$ cat src/rtl/tawas_rcn_arb_if.sv
// ---------------------------------------------------------------------------
// tawas_rcn_arb_if
//
// Bundles every bus signal around the two-port RCN issue arbiter:
//   - requester port A (a_*) and requester port B (b_*):
//       req/seq/wr/mask/addr/wdata toward the arbiter,
//       ack/rdone/wdone back to the requester
//   - master buffer side (m_*):
//       cs/seq/wr/mask/addr/wdata issued by the arbiter,
//       full/rdone/wdone/rsp_seq returned by the buffer
//
// Handshake: a requester raises X_req with stable fields and holds them
// until the cycle in which X_ack is high; that cycle is the transfer.
//
// Modports:
//   slave  - the arbiter's view (receives requests and buffer responses)
//   master - the view of whatever drives requests and models the buffer
// ---------------------------------------------------------------------------
interface tawas_rcn_arb_if;
   logic        a_req;
   logic [4:0]  a_seq;
   logic        a_wr;
   logic [3:0]  a_mask;
   logic [23:0] a_addr;
   logic [31:0] a_wdata;
   logic        a_ack;
   logic        a_rdone;
   logic        a_wdone;

   logic        b_req;
   logic [4:0]  b_seq;
   logic        b_wr;
   logic [3:0]  b_mask;
   logic [23:0] b_addr;
   logic [31:0] b_wdata;
   logic        b_ack;
   logic        b_rdone;
   logic        b_wdone;

   logic        m_cs;
   logic [4:0]  m_seq;
   logic        m_wr;
   logic [3:0]  m_mask;
   logic [23:0] m_addr;
   logic [31:0] m_wdata;
   logic        m_full;
   logic        m_rdone;
   logic        m_wdone;
   logic [4:0]  m_rsp_seq;

   modport slave (
      input  a_req, a_seq, a_wr, a_mask, a_addr, a_wdata,
      output a_ack, a_rdone, a_wdone,
      input  b_req, b_seq, b_wr, b_mask, b_addr, b_wdata,
      output b_ack, b_rdone, b_wdone,
      output m_cs, m_seq, m_wr, m_mask, m_addr, m_wdata,
      input  m_full, m_rdone, m_wdone, m_rsp_seq
   );

   modport master (
      output a_req, a_seq, a_wr, a_mask, a_addr, a_wdata,
      input  a_ack, a_rdone, a_wdone,
      output b_req, b_seq, b_wr, b_mask, b_addr, b_wdata,
      input  b_ack, b_rdone, b_wdone,
      input  m_cs, m_seq, m_wr, m_mask, m_addr, m_wdata,
      output m_full, m_rdone, m_wdone, m_rsp_seq
   );
endinterface

$ cat src/rtl/tawas_rcn_arb.sv
// ---------------------------------------------------------------------------
// tawas_rcn_arb
//
// Shares one RCN master issue interface between the core load/store unit
// (port A) and a secondary requester (port B). A 32-entry busy/owner
// scoreboard indexed by the 5-bit seq tag keeps any tag from being
// outstanding twice and routes each response back to the issuing port.
//
// Parameters:
//   PRIORITY_A  - 1: A always wins a tie; 0: alternate between A and B
//   MAX_PENDING - per-port outstanding limit (1..32)
//
// Ports:
//   clk, rst   - clock; asynchronous active-high reset
//   bus        - tawas_rcn_arb_if.slave (ports A/B and master buffer side)
//   busy       - scoreboard, bit s set while tag s is outstanding
//   a_pending  - outstanding transaction count of port A
//   b_pending  - outstanding transaction count of port B
//   stray_rsp  - one-cycle flag: response for a tag that is not busy
//   prefer_a   - tie-break state: 1 when A wins the next contested grant
// ---------------------------------------------------------------------------
module tawas_rcn_arb #(
   parameter bit PRIORITY_A  = 1'b0,
   parameter int MAX_PENDING = 32
) (
   input  logic                 clk,
   input  logic                 rst,
   tawas_rcn_arb_if.slave       bus,
   output logic [31:0]          busy,
   output logic [5:0]           a_pending,
   output logic [5:0]           b_pending,
   output logic                 stray_rsp,
   output logic                 prefer_a
);

   localparam logic [5:0] MAX_P = 6'(MAX_PENDING);

   logic [31:0] owner;          // 0 = port A, 1 = port B
   logic [31:0] busy_nxt;
   logic [31:0] owner_nxt;
   logic        elig_a;
   logic        elig_b;
   logic        grant_a;
   logic        grant_b;
   logic        rsp_v;
   logic        rsp_hit;
   logic        rsp_to_b;
   logic        dec_a;
   logic        dec_b;

   // Eligibility looks at the registered scoreboard only, so a tag being
   // cleared this cycle can not be re-granted until the next cycle.
   assign elig_a = bus.a_req && !busy[bus.a_seq] && (a_pending < MAX_P) && !bus.m_full;
   assign elig_b = bus.b_req && !busy[bus.b_seq] && (b_pending < MAX_P) && !bus.m_full;

   always_comb begin
      grant_a = 1'b0;
      grant_b = 1'b0;
      if (elig_a && (!elig_b || PRIORITY_A || prefer_a)) begin
         grant_a = 1'b1;
      end else if (elig_b) begin
         grant_b = 1'b1;
      end
   end

   assign bus.a_ack = grant_a;
   assign bus.b_ack = grant_b;

   // Response routing: only a busy tag is delivered, to the port that owns it.
   assign rsp_v    = bus.m_rdone || bus.m_wdone;
   assign rsp_hit  = rsp_v && busy[bus.m_rsp_seq];
   assign rsp_to_b = owner[bus.m_rsp_seq];
   assign dec_a    = rsp_hit && !rsp_to_b;
   assign dec_b    = rsp_hit && rsp_to_b;

   assign bus.a_rdone = dec_a && bus.m_rdone;
   assign bus.a_wdone = dec_a && bus.m_wdone;
   assign bus.b_rdone = dec_b && bus.m_rdone;
   assign bus.b_wdone = dec_b && bus.m_wdone;
   assign stray_rsp   = rsp_v && !busy[bus.m_rsp_seq];

   // A granted tag is never busy and a cleared tag always is, so the set
   // and the clear below never hit the same bit.
   always_comb begin
      busy_nxt  = busy;
      owner_nxt = owner;
      if (rsp_hit) begin
         busy_nxt[bus.m_rsp_seq] = 1'b0;
      end
      if (grant_a) begin
         busy_nxt[bus.a_seq]  = 1'b1;
         owner_nxt[bus.a_seq] = 1'b0;
      end
      if (grant_b) begin
         busy_nxt[bus.b_seq]  = 1'b1;
         owner_nxt[bus.b_seq] = 1'b1;
      end
   end

   always_ff @(posedge clk or posedge rst) begin
      if (rst) begin
         busy      <= '0;
         owner     <= '0;
         a_pending <= '0;
         b_pending <= '0;
         prefer_a  <= 1'b1;
      end else begin
         busy  <= busy_nxt;
         owner <= owner_nxt;
         case ({grant_a, dec_a})
            2'b10:   a_pending <= a_pending + 6'd1;
            2'b01:   a_pending <= a_pending - 6'd1;
            default: a_pending <= a_pending;
         endcase
         case ({grant_b, dec_b})
            2'b10:   b_pending <= b_pending + 6'd1;
            2'b01:   b_pending <= b_pending - 6'd1;
            default: b_pending <= b_pending;
         endcase
         // After a grant the other port wins the next tie.
         if (grant_a || grant_b) begin
            prefer_a <= grant_b;
         end
      end
   end

   // Issue register: strobe every cycle, data fields only on a grant.
   always_ff @(posedge clk or posedge rst) begin
      if (rst) begin
         bus.m_cs    <= 1'b0;
         bus.m_seq   <= '0;
         bus.m_wr    <= 1'b0;
         bus.m_mask  <= '0;
         bus.m_addr  <= '0;
         bus.m_wdata <= '0;
      end else begin
         bus.m_cs <= grant_a || grant_b;
         if (grant_a) begin
            bus.m_seq   <= bus.a_seq;
            bus.m_wr    <= bus.a_wr;
            bus.m_mask  <= bus.a_mask;
            bus.m_addr  <= bus.a_addr;
            bus.m_wdata <= bus.a_wdata;
         end else if (grant_b) begin
            bus.m_seq   <= bus.b_seq;
            bus.m_wr    <= bus.b_wr;
            bus.m_mask  <= bus.b_mask;
            bus.m_addr  <= bus.b_addr;
            bus.m_wdata <= bus.b_wdata;
         end
      end
   end

endmodule

$ cat src/flat_wrapper.sv
// flat-port wrapper written by rule: the top's interface ports become plain ports
module tawas_rcn_arb_flat 
#(
   parameter bit PRIORITY_A  = 1'b0,
   parameter int MAX_PENDING = 32
)
  (clk, rst, busy, a_pending, b_pending, stray_rsp, prefer_a, bus_a_req, bus_a_seq, bus_a_wr, bus_a_mask, bus_a_addr, bus_a_wdata, bus_a_ack, bus_a_rdone, bus_a_wdone, bus_b_req, bus_b_seq, bus_b_wr, bus_b_mask, bus_b_addr, bus_b_wdata, bus_b_ack, bus_b_rdone, bus_b_wdone, bus_m_cs, bus_m_seq, bus_m_wr, bus_m_mask, bus_m_addr, bus_m_wdata, bus_m_full, bus_m_rdone, bus_m_wdone, bus_m_rsp_seq);
  tawas_rcn_arb_if bus_i ();
  input  logic clk;
  input  logic rst;
  output logic [31:0] busy;
  output logic [5:0] a_pending;
  output logic [5:0] b_pending;
  output logic stray_rsp;
  output logic prefer_a;
  input wire logic [$bits(bus_i.a_req)-1:0] bus_a_req;
  input wire logic [$bits(bus_i.a_seq)-1:0] bus_a_seq;
  input wire logic [$bits(bus_i.a_wr)-1:0] bus_a_wr;
  input wire logic [$bits(bus_i.a_mask)-1:0] bus_a_mask;
  input wire logic [$bits(bus_i.a_addr)-1:0] bus_a_addr;
  input wire logic [$bits(bus_i.a_wdata)-1:0] bus_a_wdata;
  output wire logic [$bits(bus_i.a_ack)-1:0] bus_a_ack;
  output wire logic [$bits(bus_i.a_rdone)-1:0] bus_a_rdone;
  output wire logic [$bits(bus_i.a_wdone)-1:0] bus_a_wdone;
  input wire logic [$bits(bus_i.b_req)-1:0] bus_b_req;
  input wire logic [$bits(bus_i.b_seq)-1:0] bus_b_seq;
  input wire logic [$bits(bus_i.b_wr)-1:0] bus_b_wr;
  input wire logic [$bits(bus_i.b_mask)-1:0] bus_b_mask;
  input wire logic [$bits(bus_i.b_addr)-1:0] bus_b_addr;
  input wire logic [$bits(bus_i.b_wdata)-1:0] bus_b_wdata;
  output wire logic [$bits(bus_i.b_ack)-1:0] bus_b_ack;
  output wire logic [$bits(bus_i.b_rdone)-1:0] bus_b_rdone;
  output wire logic [$bits(bus_i.b_wdone)-1:0] bus_b_wdone;
  output wire logic [$bits(bus_i.m_cs)-1:0] bus_m_cs;
  output wire logic [$bits(bus_i.m_seq)-1:0] bus_m_seq;
  output wire logic [$bits(bus_i.m_wr)-1:0] bus_m_wr;
  output wire logic [$bits(bus_i.m_mask)-1:0] bus_m_mask;
  output wire logic [$bits(bus_i.m_addr)-1:0] bus_m_addr;
  output wire logic [$bits(bus_i.m_wdata)-1:0] bus_m_wdata;
  input wire logic [$bits(bus_i.m_full)-1:0] bus_m_full;
  input wire logic [$bits(bus_i.m_rdone)-1:0] bus_m_rdone;
  input wire logic [$bits(bus_i.m_wdone)-1:0] bus_m_wdone;
  input wire logic [$bits(bus_i.m_rsp_seq)-1:0] bus_m_rsp_seq;
  assign bus_i.a_req = bus_a_req;
  assign bus_i.a_seq = bus_a_seq;
  assign bus_i.a_wr = bus_a_wr;
  assign bus_i.a_mask = bus_a_mask;
  assign bus_i.a_addr = bus_a_addr;
  assign bus_i.a_wdata = bus_a_wdata;
  assign bus_a_ack = bus_i.a_ack;
  assign bus_a_rdone = bus_i.a_rdone;
  assign bus_a_wdone = bus_i.a_wdone;
  assign bus_i.b_req = bus_b_req;
  assign bus_i.b_seq = bus_b_seq;
  assign bus_i.b_wr = bus_b_wr;
  assign bus_i.b_mask = bus_b_mask;
  assign bus_i.b_addr = bus_b_addr;
  assign bus_i.b_wdata = bus_b_wdata;
  assign bus_b_ack = bus_i.b_ack;
  assign bus_b_rdone = bus_i.b_rdone;
  assign bus_b_wdone = bus_i.b_wdone;
  assign bus_m_cs = bus_i.m_cs;
  assign bus_m_seq = bus_i.m_seq;
  assign bus_m_wr = bus_i.m_wr;
  assign bus_m_mask = bus_i.m_mask;
  assign bus_m_addr = bus_i.m_addr;
  assign bus_m_wdata = bus_i.m_wdata;
  assign bus_i.m_full = bus_m_full;
  assign bus_i.m_rdone = bus_m_rdone;
  assign bus_i.m_wdone = bus_m_wdone;
  assign bus_i.m_rsp_seq = bus_m_rsp_seq;
  tawas_rcn_arb #(.PRIORITY_A(PRIORITY_A), .MAX_PENDING(MAX_PENDING)) u_core (.clk(clk), .rst(rst), .bus(bus_i), .busy(busy), .a_pending(a_pending), .b_pending(b_pending), .stray_rsp(stray_rsp), .prefer_a(prefer_a));
endmodule
$ cat config.mk
export PLATFORM = sky130hd
export DESIGN_NAME = tawas_rcn_arb_flat
export DESIGN_NICKNAME = d
export VERILOG_FILES = /design/src/rtl/tawas_rcn_arb_if.sv /design/src/rtl/tawas_rcn_arb.sv /design/src/flat_wrapper.sv
export SDC_FILE = /design/constraint.sdc
export NUM_CORES = 1
export LEC_CHECK = 0
export CAP_MARGIN = 30
export CORE_ASPECT_RATIO = 0.6
export CORE_MARGIN = 3
export CORE_UTILIZATION = 50
export CTS_CLUSTER_SIZE = 24
export DETAILED_ROUTE_END_ITERATION = 10
export HOLD_SLACK_MARGIN = 0.12
export PLACE_DENSITY = 0.86
export REMOVE_ABC_BUFFERS = 1
export SETUP_SLACK_MARGIN = 0.02
export SYNTH_ARGS = -nofsm -noshare
export SYNTH_HDL_FRONTEND = slang
export SYNTH_SLANG_ARGS = --single-unit
$ cat constraint.sdc
create_clock -name clk -period 10.2 [get_ports clk]
set_input_delay 1.02 -clock clk [delete_from_list [all_inputs] [get_ports clk]]
set_output_delay 1.02 -clock clk [all_outputs]
set_load 0.02 [all_outputs]
==> flow_metrics.env, run 1 <==
export IMPL_r2r_worst_path_cells=16
export IMPL_detail_route_first_pass_iterations=6
export IMPL_critPathMaxStageDelay_ps=1050
export IMPL_grt_antenna_before_repair=0
export IMPL_number_of_global_route_vias_before_repair=7334
export IMPL_number_of_unique_standard_cell_types_used_by_synthesis=61
export IMPL_die_y_microns=104
export IMPL_final_layout_setup_total_negative_slack_ps=0
export IMPL_final_cell_area_sq_mm=0.0112
export IMPL_cts_sink_count=144
export IMPL_dieArea_sq_mm=0.0175
export IMPL_synthesis_yosys_warnings=0
export IMPL_cts_root_buffer="sky130_fd_sc_hd__clkbuf_16"
export IMPL_final_setup_skew_ps=15.5
export IMPL_antenna_left=0
export IMPL_whs_ps=485
export IMPL_count_of_inserted_antenna_diode_cells=0
export IMPL_routed_wl_microns=27400
export IMPL_share_of_synthesized_registers_carrying_an_async_set_or_reset_pct=100
export IMPL_postPlaceCellArea_sq_mm=0.0106
export IMPL_synth_cell_area_sq_mm=0.00795
export IMPL_io_pin_count=263
export IMPL_cts_htree_levels=4
export IMPL_wire_per_inst_microns=23.3
export IMPL_min_path_cells=1
export IMPL_maximum_vdd_drop_mv=0.183
export IMPL_initial_util_pct=51.5
export IMPL_total_power_mw=3.03
export IMPL_worst_setup_path_category="in -> out"
export IMPL_max_clock_freq_mhz=172
export IMPL_min_path_type="reg -> reg"
export IMPL_die_w_microns=169
export IMPL_critPathCaptureType="primary output"
export IMPL_fin_nets=1109
export IMPL_viasPerCell=6.27
export IMPL_unrepaired_setup_endpoints_after_global_routing="false"
export IMPL_ys_flop_type="sky130_fd_sc_hd__dfrtp_1"
export IMPL_p_leak_nw=4.56
export IMPL_cts_resized=0
export IMPL_grt_pass1_wl_microns=42400
export IMPL_crit_path_cell_trace="clkdlybuf4s50_1 -> mux2_2 -> a221oi_1 -> o2111a_1 -> nand3_2 -> nor2_4 -> buf_4 -> clkdlybuf4s50_1"
export IMPL_cts_inserted_buffers=17
export IMPL_drt_initial_drc_count=879
export IMPL_critPathArrivalTime_ps=4790
export IMPL_synth_seq_area_share_pct=45.3
export IMPL_largest_net_degree_at_the_start_of_global_routing=77
export IMPL_clk_latency_ps=420
export IMPL_finalSetupViolCount=0
export IMPL_rows=35
export IMPL_worst_path_max_delay_cell="sky130_fd_sc_hd__clkdlybuf4s50_1"
export IMPL_pins_over_their_slew_limit=0
export IMPL_place_detailed_hpwl_microns=19500
export IMPL_final_min_clock_period_ps=5810
export IMPL_clockBufferDepth=2
export IMPL_synthesis_instances=729
export IMPL_min_to="u_core.owner[23]$_DFF_PP0_"
export IMPL_synth_enable_flop_cells=0
export IMPL_routed_via_count=7361
export IMPL_finalHoldViolations=0
export IMPL_number_of_flip_flops_and_latches_in_the_synthesized_netlist=144
export IMPL_timing_reg2reg_setup_slack_ps=5930
export IMPL_hold_path_origin="u_core.owner[23]$_DFF_PP0_"
export IMPL_worst_setup_hold_path_clk_slew_ps=60
export IMPL_final_period_utilization_pct=56.9
export IMPL_cts_repair_timing_setup_buffer_count=0
export IMPL_pwr_density_cell_mw_per_mm2=270
export IMPL_avgSynthCellArea_sq_um=10.9
export IMPL_cp_start_kind="input pin"
export IMPL_cp_common_cell="sky130_fd_sc_hd__clkdlybuf4s50_1"
export IMPL_global_route_usage_total_pct=31.0
export IMPL_post_route_drc_count=0
export IMPL_status="finished clean"
export IMPL_timing_rr_start="u_core.a_pending[5]$_DFFE_PP0P_"
export IMPL_port_buffer_count=262
export IMPL_rr_endpoint="u_core.a_pending[4]$_DFFE_PP0P_"
export IMPL_grt_overflow=0
export IMPL_final_layout_size_suffix_gt1_share_pct=9.78
export IMPL_drv_max_cap_violation_count=0
export IMPL_area_growth_synth_to_final_pct=41.0
export IMPL_slew_limit_headroom_pct=31.7
export IMPL_core_area_sq_mm=0.0155
export IMPL_crit_path_max_fanout=69
export IMPL_cts_tree="built"
export IMPL_final_util_pct=72.6
export IMPL_critPathRequiredTime_ps=9180
export IMPL_place_congestion=0.987
export IMPL_timing_worst_slew_pin_value_ps=1020
export IMPL_ctsHoldBuffers=0
## registers in the layout, summed over array words and instances (netlist names)
register            cells
u_core.a_pending        6
u_core.b_pending        6
u_core.bus.m_addr      24
u_core.bus.m_cs         1
u_core.bus.m_mask       4
u_core.bus.m_seq        5
u_core.bus.m_wdata     32
u_core.bus.m_wr         1
u_core.busy            32
u_core.owner           32
u_core.prefer_a         1
## final cells by class
| class | instances | area, sq um |
|---|---|---|
| tap | 203 | 254 |
| timing repair buffer | 272 | 2730 |
| inverter | 16 | 65.1 |
| fill | 1116 | 4240 |
| clock buffer | 17 | 425 |
| sequential | 144 | 3600 |
| clock inverter | 15 | 149 |
| multi-input combinational | 507 | 3990 |
## where the power goes
group / internal, mW / leakage, nW / total [mW] / switching [mW]
clock: 0.344 / 0.277 / 0.611 / 0.267
sequential: 0.809 / 1.81 / 1.04 / 0.231
combinational: 0.703 / 2.47 / 1.38 / 0.677
total: 1.86 / 4.56 / 3.03 / 1.18
## critical path, delay by kind of cell
family / cells / cell delay [ps]
buffers and inverters: 3 / 2430
AO/OA/AOI/OAI: 2 / 590
multiplexers: 1 / 410
AND/OR/NAND/NOR: 2 / 280
## per-stage QoR
stage,instances,worst slack [ps]
4_1_cts,1173,4460
6_report,1174,4390
3_3_place_gp,1140,4280
2_1_floorplan,667,4870
5_1_grt,1174,4250
3_5_place_dp,1141,4300
## per-layer routing
layer / part of all wire (%) / wire (microns) / GRT usage, % / vias to the layer above
met3: 11 / 3040 / 9.50 / 56
met1: 41 / 11400 / 43.8 / 3549
li1: - / - / - / 3282
met5: 0 / 0 / 0 / -
met2: 45 / 12400 / 46.8 / 474
met4: 1.9 / 534 / 7.82 / 0
## cells by family (layout without fill, tap and decap cells)
group                      after synthesis  count (layout)  synth area share, %
DFF                                    144             144                 45.3
and+or+nand+nor                        213             213                 15.6
muxes                                   56              56                 9.03
adders and majority gates                7               7                 1.10
xor gates and xnor gates                16              16                 1.76
buffers and inverters                   78             320                 4.66
AOI/OAI and AO/OA                      215             215                 22.5
## cells in the final DEF, fill, tap and decap left out, types with 4 or more instances in the layout
cell                              Yosys  routed
sky130_fd_sc_hd__a21oi_1             18      18
sky130_fd_sc_hd__a221o_1             61      61
sky130_fd_sc_hd__and2_1              65      65
sky130_fd_sc_hd__and3_1               5       5
sky130_fd_sc_hd__buf_4                8       8
sky130_fd_sc_hd__clkbuf_16            0      17
sky130_fd_sc_hd__clkdlybuf4s50_1      0     262
sky130_fd_sc_hd__dfrtp_1            143     143
sky130_fd_sc_hd__ha_1                 7       7
sky130_fd_sc_hd__inv_1               15      14
sky130_fd_sc_hd__inv_6                0       6
sky130_fd_sc_hd__mux2_2              15      15
sky130_fd_sc_hd__mux2i_1             29      29
sky130_fd_sc_hd__mux4_2              11      11
sky130_fd_sc_hd__nand2_1             15      15
sky130_fd_sc_hd__nand2b_1             5       5
sky130_fd_sc_hd__nand3_1             36      36
sky130_fd_sc_hd__nand3b_1             6       6
sky130_fd_sc_hd__nand3b_2             5       5
sky130_fd_sc_hd__nand4_1              4       4
sky130_fd_sc_hd__nor2_1              30      28
sky130_fd_sc_hd__nor3_1               8       8
sky130_fd_sc_hd__nor3b_1              5       5
sky130_fd_sc_hd__o211ai_1            32      32
sky130_fd_sc_hd__o21ai_0              6       6
sky130_fd_sc_hd__o221a_2              4       4
sky130_fd_sc_hd__o22ai_1              8       8
sky130_fd_sc_hd__o2bb2ai_1           29      29
sky130_fd_sc_hd__o31ai_1             36      36
sky130_fd_sc_hd__or3_1                8       8
sky130_fd_sc_hd__or3b_2               4       4
sky130_fd_sc_hd__xnor2_1              4       4
sky130_fd_sc_hd__xor2_1              12      12
## synthesized netlist by cell type (all sizes together), types with 7 or more instances
library cell | instances | area, sq um
nand2 | 16 | 62.6
o31ai | 36 | 270
a21oi | 18 | 90.1
o2bb2ai | 29 | 254
or3 | 8 | 50.1
buf | 34 | 205
nor2 | 31 | 119
nand3b | 11 | 101
inv | 15 | 56.3
mux2i | 29 | 290
a221o | 61 | 611
or3b | 7 | 61.3
ha | 7 | 87.6
and2 | 65 | 407
xor2 | 12 | 105
dfrtp | 143 | 3580
mux4 | 11 | 248
nand3 | 38 | 200
nor3 | 8 | 40.0
mux2 | 16 | 180
clkbuf | 28 | 105
o211ai | 32 | 240
o22ai | 8 | 50.1
## worst max path at each step
stage,startpoint,end,slack (ps),cells past startpoint
2_1_floorplan,bus_a_seq[1],u_core.a_pending[5]$_DFFE_PP0P_,4870,14
3_3_place_gp,bus_b_seq[1],u_core.b_pending[4]$_DFFE_PP0P_,4280,16
3_5_place_dp,bus_a_seq[1],u_core.a_pending[4]$_DFFE_PP0P_,4300,17
4_1_cts,bus_a_seq[1],bus_a_ack,4460,8
5_1_grt,bus_a_seq[1],bus_a_ack,4250,8
6_report,bus_a_seq[1],bus_a_ack,4390,8
Power figures use the tool's default switching activity.
==> inputs of run 2 (changes only) <==
CORE_UTILIZATION = 42   (was 50)
PLACE_DENSITY = 0.77   (was 0.86)
clock period = 4.9 ns   (was 10.2 ns; I/O delays follow)
==> run 2 against run 1 <==
Compared with the run above: power is 110% higher; non-clock buffer count increased by 10; global-route usage decreased by 3.3 points; critical path type is now in -> reg; die area rose by 18%; core utilization down 11 points; setup slack worse by 3800 ps; final area grew 0.79%; count of clock-buffer cells in the layout increased by 2.
==> flow_metrics.env, run 2 (synthesis gave the netlist of run 1 again) <==
export IMPL_crit_path_cell_trace="clkdlybuf4s50_1 -> buf_4 -> mux4_2 -> a21oi_1 -> nand4_1 -> nor3_1 -> ha_1 -> xor2_1 -> a22o_1 -> a21oi_1 -> nand2b_1 -> a211o_1 -> a21oi_1 -> xor2_1"
export IMPL_place_detailed_hpwl_microns=21000
export IMPL_core_area_sq_mm=0.0183
export IMPL_final_period_utilization_pct=88.9
export IMPL_pwr_density_cell_mw_per_mm2=561
export IMPL_status="finished clean"
export IMPL_critPathMaxStageDelay_ps=850
export IMPL_global_route_usage_total_pct=27.7
export IMPL_initial_util_pct=43.5
export IMPL_post_route_drc_count=0
export IMPL_count_of_inserted_antenna_diode_cells=0
export IMPL_routed_wl_microns=28500
export IMPL_final_util_pct=61.8
export IMPL_routed_via_count=7403
export IMPL_largest_registers="u_core.bus.m_wdata (32), u_core.busy (32), u_core.owner (32)"
export IMPL_clockBufferDepth=2
export IMPL_die_w_microns=184
export IMPL_drv_max_cap_violation_count=0
export IMPL_critPathArrivalTime_ps=4690
export IMPL_mostFrequentLayoutCells="sky130_fd_sc_hd__clkdlybuf4s50_1 (262), sky130_fd_sc_hd__dfrtp_1 (143), sky130_fd_sc_hd__and2_1 (65), sky130_fd_sc_hd__a221o_1 (61)"
export IMPL_min_path_type="reg -> reg"
export IMPL_critPathCaptureType="flip-flop"
export IMPL_detail_route_first_pass_iterations=6
export IMPL_timing_worst_slew_pin_value_ps=1040
export IMPL_grt_antenna_before_repair=0
export IMPL_cts_htree_levels=4
export IMPL_cp_common_cell="sky130_fd_sc_hd__a21oi_1"
export IMPL_clk_latency_ps=420
export IMPL_cts_repair_timing_setup_buffer_count=0
export IMPL_path_delay_family="buffers and inverters"
export IMPL_number_of_global_route_vias_before_repair=7440
export IMPL_worst_path_max_delay_cell="sky130_fd_sc_hd__clkdlybuf4s50_1"
export IMPL_cts_inserted_buffers=17
export IMPL_cts_tree="built"
export IMPL_place_congestion=0.979
export IMPL_cts_sink_count=144
export IMPL_ctsHoldBuffers=0
export IMPL_io_pin_count=263
export IMPL_mostFrequentLayoutCell="sky130_fd_sc_hd__clkdlybuf4s50_1"
export IMPL_antenna_left=0
export IMPL_finalSetupViolCount=0
export IMPL_slew_limit_headroom_pct=30.4
export IMPL_area_growth_synth_to_final_pct=42.1
export IMPL_largest_net_degree_at_the_start_of_global_routing=71
export IMPL_drt_initial_drc_count=1021
export IMPL_fin_nets=1119
export IMPL_dieArea_sq_mm=0.0207
export IMPL_cts_resized=0
export IMPL_critPathRequiredTime_ps=5230
export IMPL_port_buffer_count=262
export IMPL_grt_overflow=0
export IMPL_cp_num_buf_inv=2
export IMPL_final_layout_size_suffix_gt1_share_pct=10.4
export IMPL_max_clock_freq_mhz=230
export IMPL_viasPerCell=6.07
export IMPL_worst_setup_hold_path_clk_slew_ps=70
export IMPL_finalHoldViolations=0
export IMPL_grt_pass1_wl_microns=44000
export IMPL_maximum_vdd_drop_mv=0.326
export IMPL_rows=38
export IMPL_unrepaired_setup_endpoints_after_global_routing="false"
export IMPL_wire_per_inst_microns=23.3
export IMPL_final_min_clock_period_ps=4360
export IMPL_die_y_microns=113
export IMPL_final_setup_skew_ps=16.4
export IMPL_worst_setup_path_category="in -> reg"
export IMPL_crit_path_max_fanout=14
export IMPL_cts_root_buffer="sky130_fd_sc_hd__clkbuf_16"
export IMPL_cp_start_kind="input pin"
export IMPL_p_leak_nw=4.59
export IMPL_pins_over_their_slew_limit=0
export IMPL_final_layout_setup_total_negative_slack_ps=0
## run 2: where the power goes
| part | internal (mW) | switching, mW |
|---|---|---|
| logic | 1.47 | 1.42 |
| registers | 1.68 | 0.492 |
| clock network | 0.752 | 0.533 |
## run 2: metal layers
layer  share of wire, %  vias to the layer above  routed length [microns]  GRT usage, %
li1                   -                     3296                        -             -
met1                 43                     3589                    12100          39.3
met2                 44                      471                    12500          41.0
met3                 12                       47                     3290          8.94
met4                1.8                        0                      524          7.35
met5                  0                        -                        0             0
## run 2: through the flow
step | cell area, sq um | hold WS, ps | instances | power, mW | setup WS [ps]
after CTS | 11300 | 489 | 1220 | 6.36 | 627
after global routing | 11300 | 496 | 1220 | 6.66 | 241
after detailed placement | 10700 | 475 | 1189 | 5.05 | 211
final | 11300 | 490 | 1220 | 6.35 | 544
after global placement | 10700 | 475 | 1188 | 5.01 | 464
after floorplan | 7640 | 451 | 667 | 3.55 | 103
## run 2: final timing paths
kind | from | to | slack [ps] | cells after the start
hold reg to reg | u_core.owner[15]$_DFF_PP0_ | u_core.owner[15]$_DFF_PP0_ | 490 | 1
hold / removal | u_core.owner[15]$_DFF_PP0_ | u_core.owner[15]$_DFF_PP0_ | 490 | 1
setup reg to reg | u_core.owner[19]$_DFF_PP0_ | u_core.a_pending[5]$_DFFE_PP0P_ | 1010 | 12
min in group asynchronous | rst | u_core.bus.m_wdata[10]$_DFFE_PP0P_ | 520 | 2
max in group asynchronous | rst | u_core.bus.m_wdata[11]$_DFFE_PP0P_ | 3430 | 3
setup / recovery | bus_m_rsp_seq[1] | u_core.a_pending[5]$_DFFE_PP0P_ | 540 | 14
## run 2: layout make-up
type                            count  area (sq um)
Multi-Input combinational cell    507          3990
Tap cell                          240           300
Clock inverter                     12           136
Fill cell                        1542          7000
Inverter                           16          65.1
Sequential cell                   144          3600
Clock buffer                       19           433
Timing Repair Buffer              282          2770
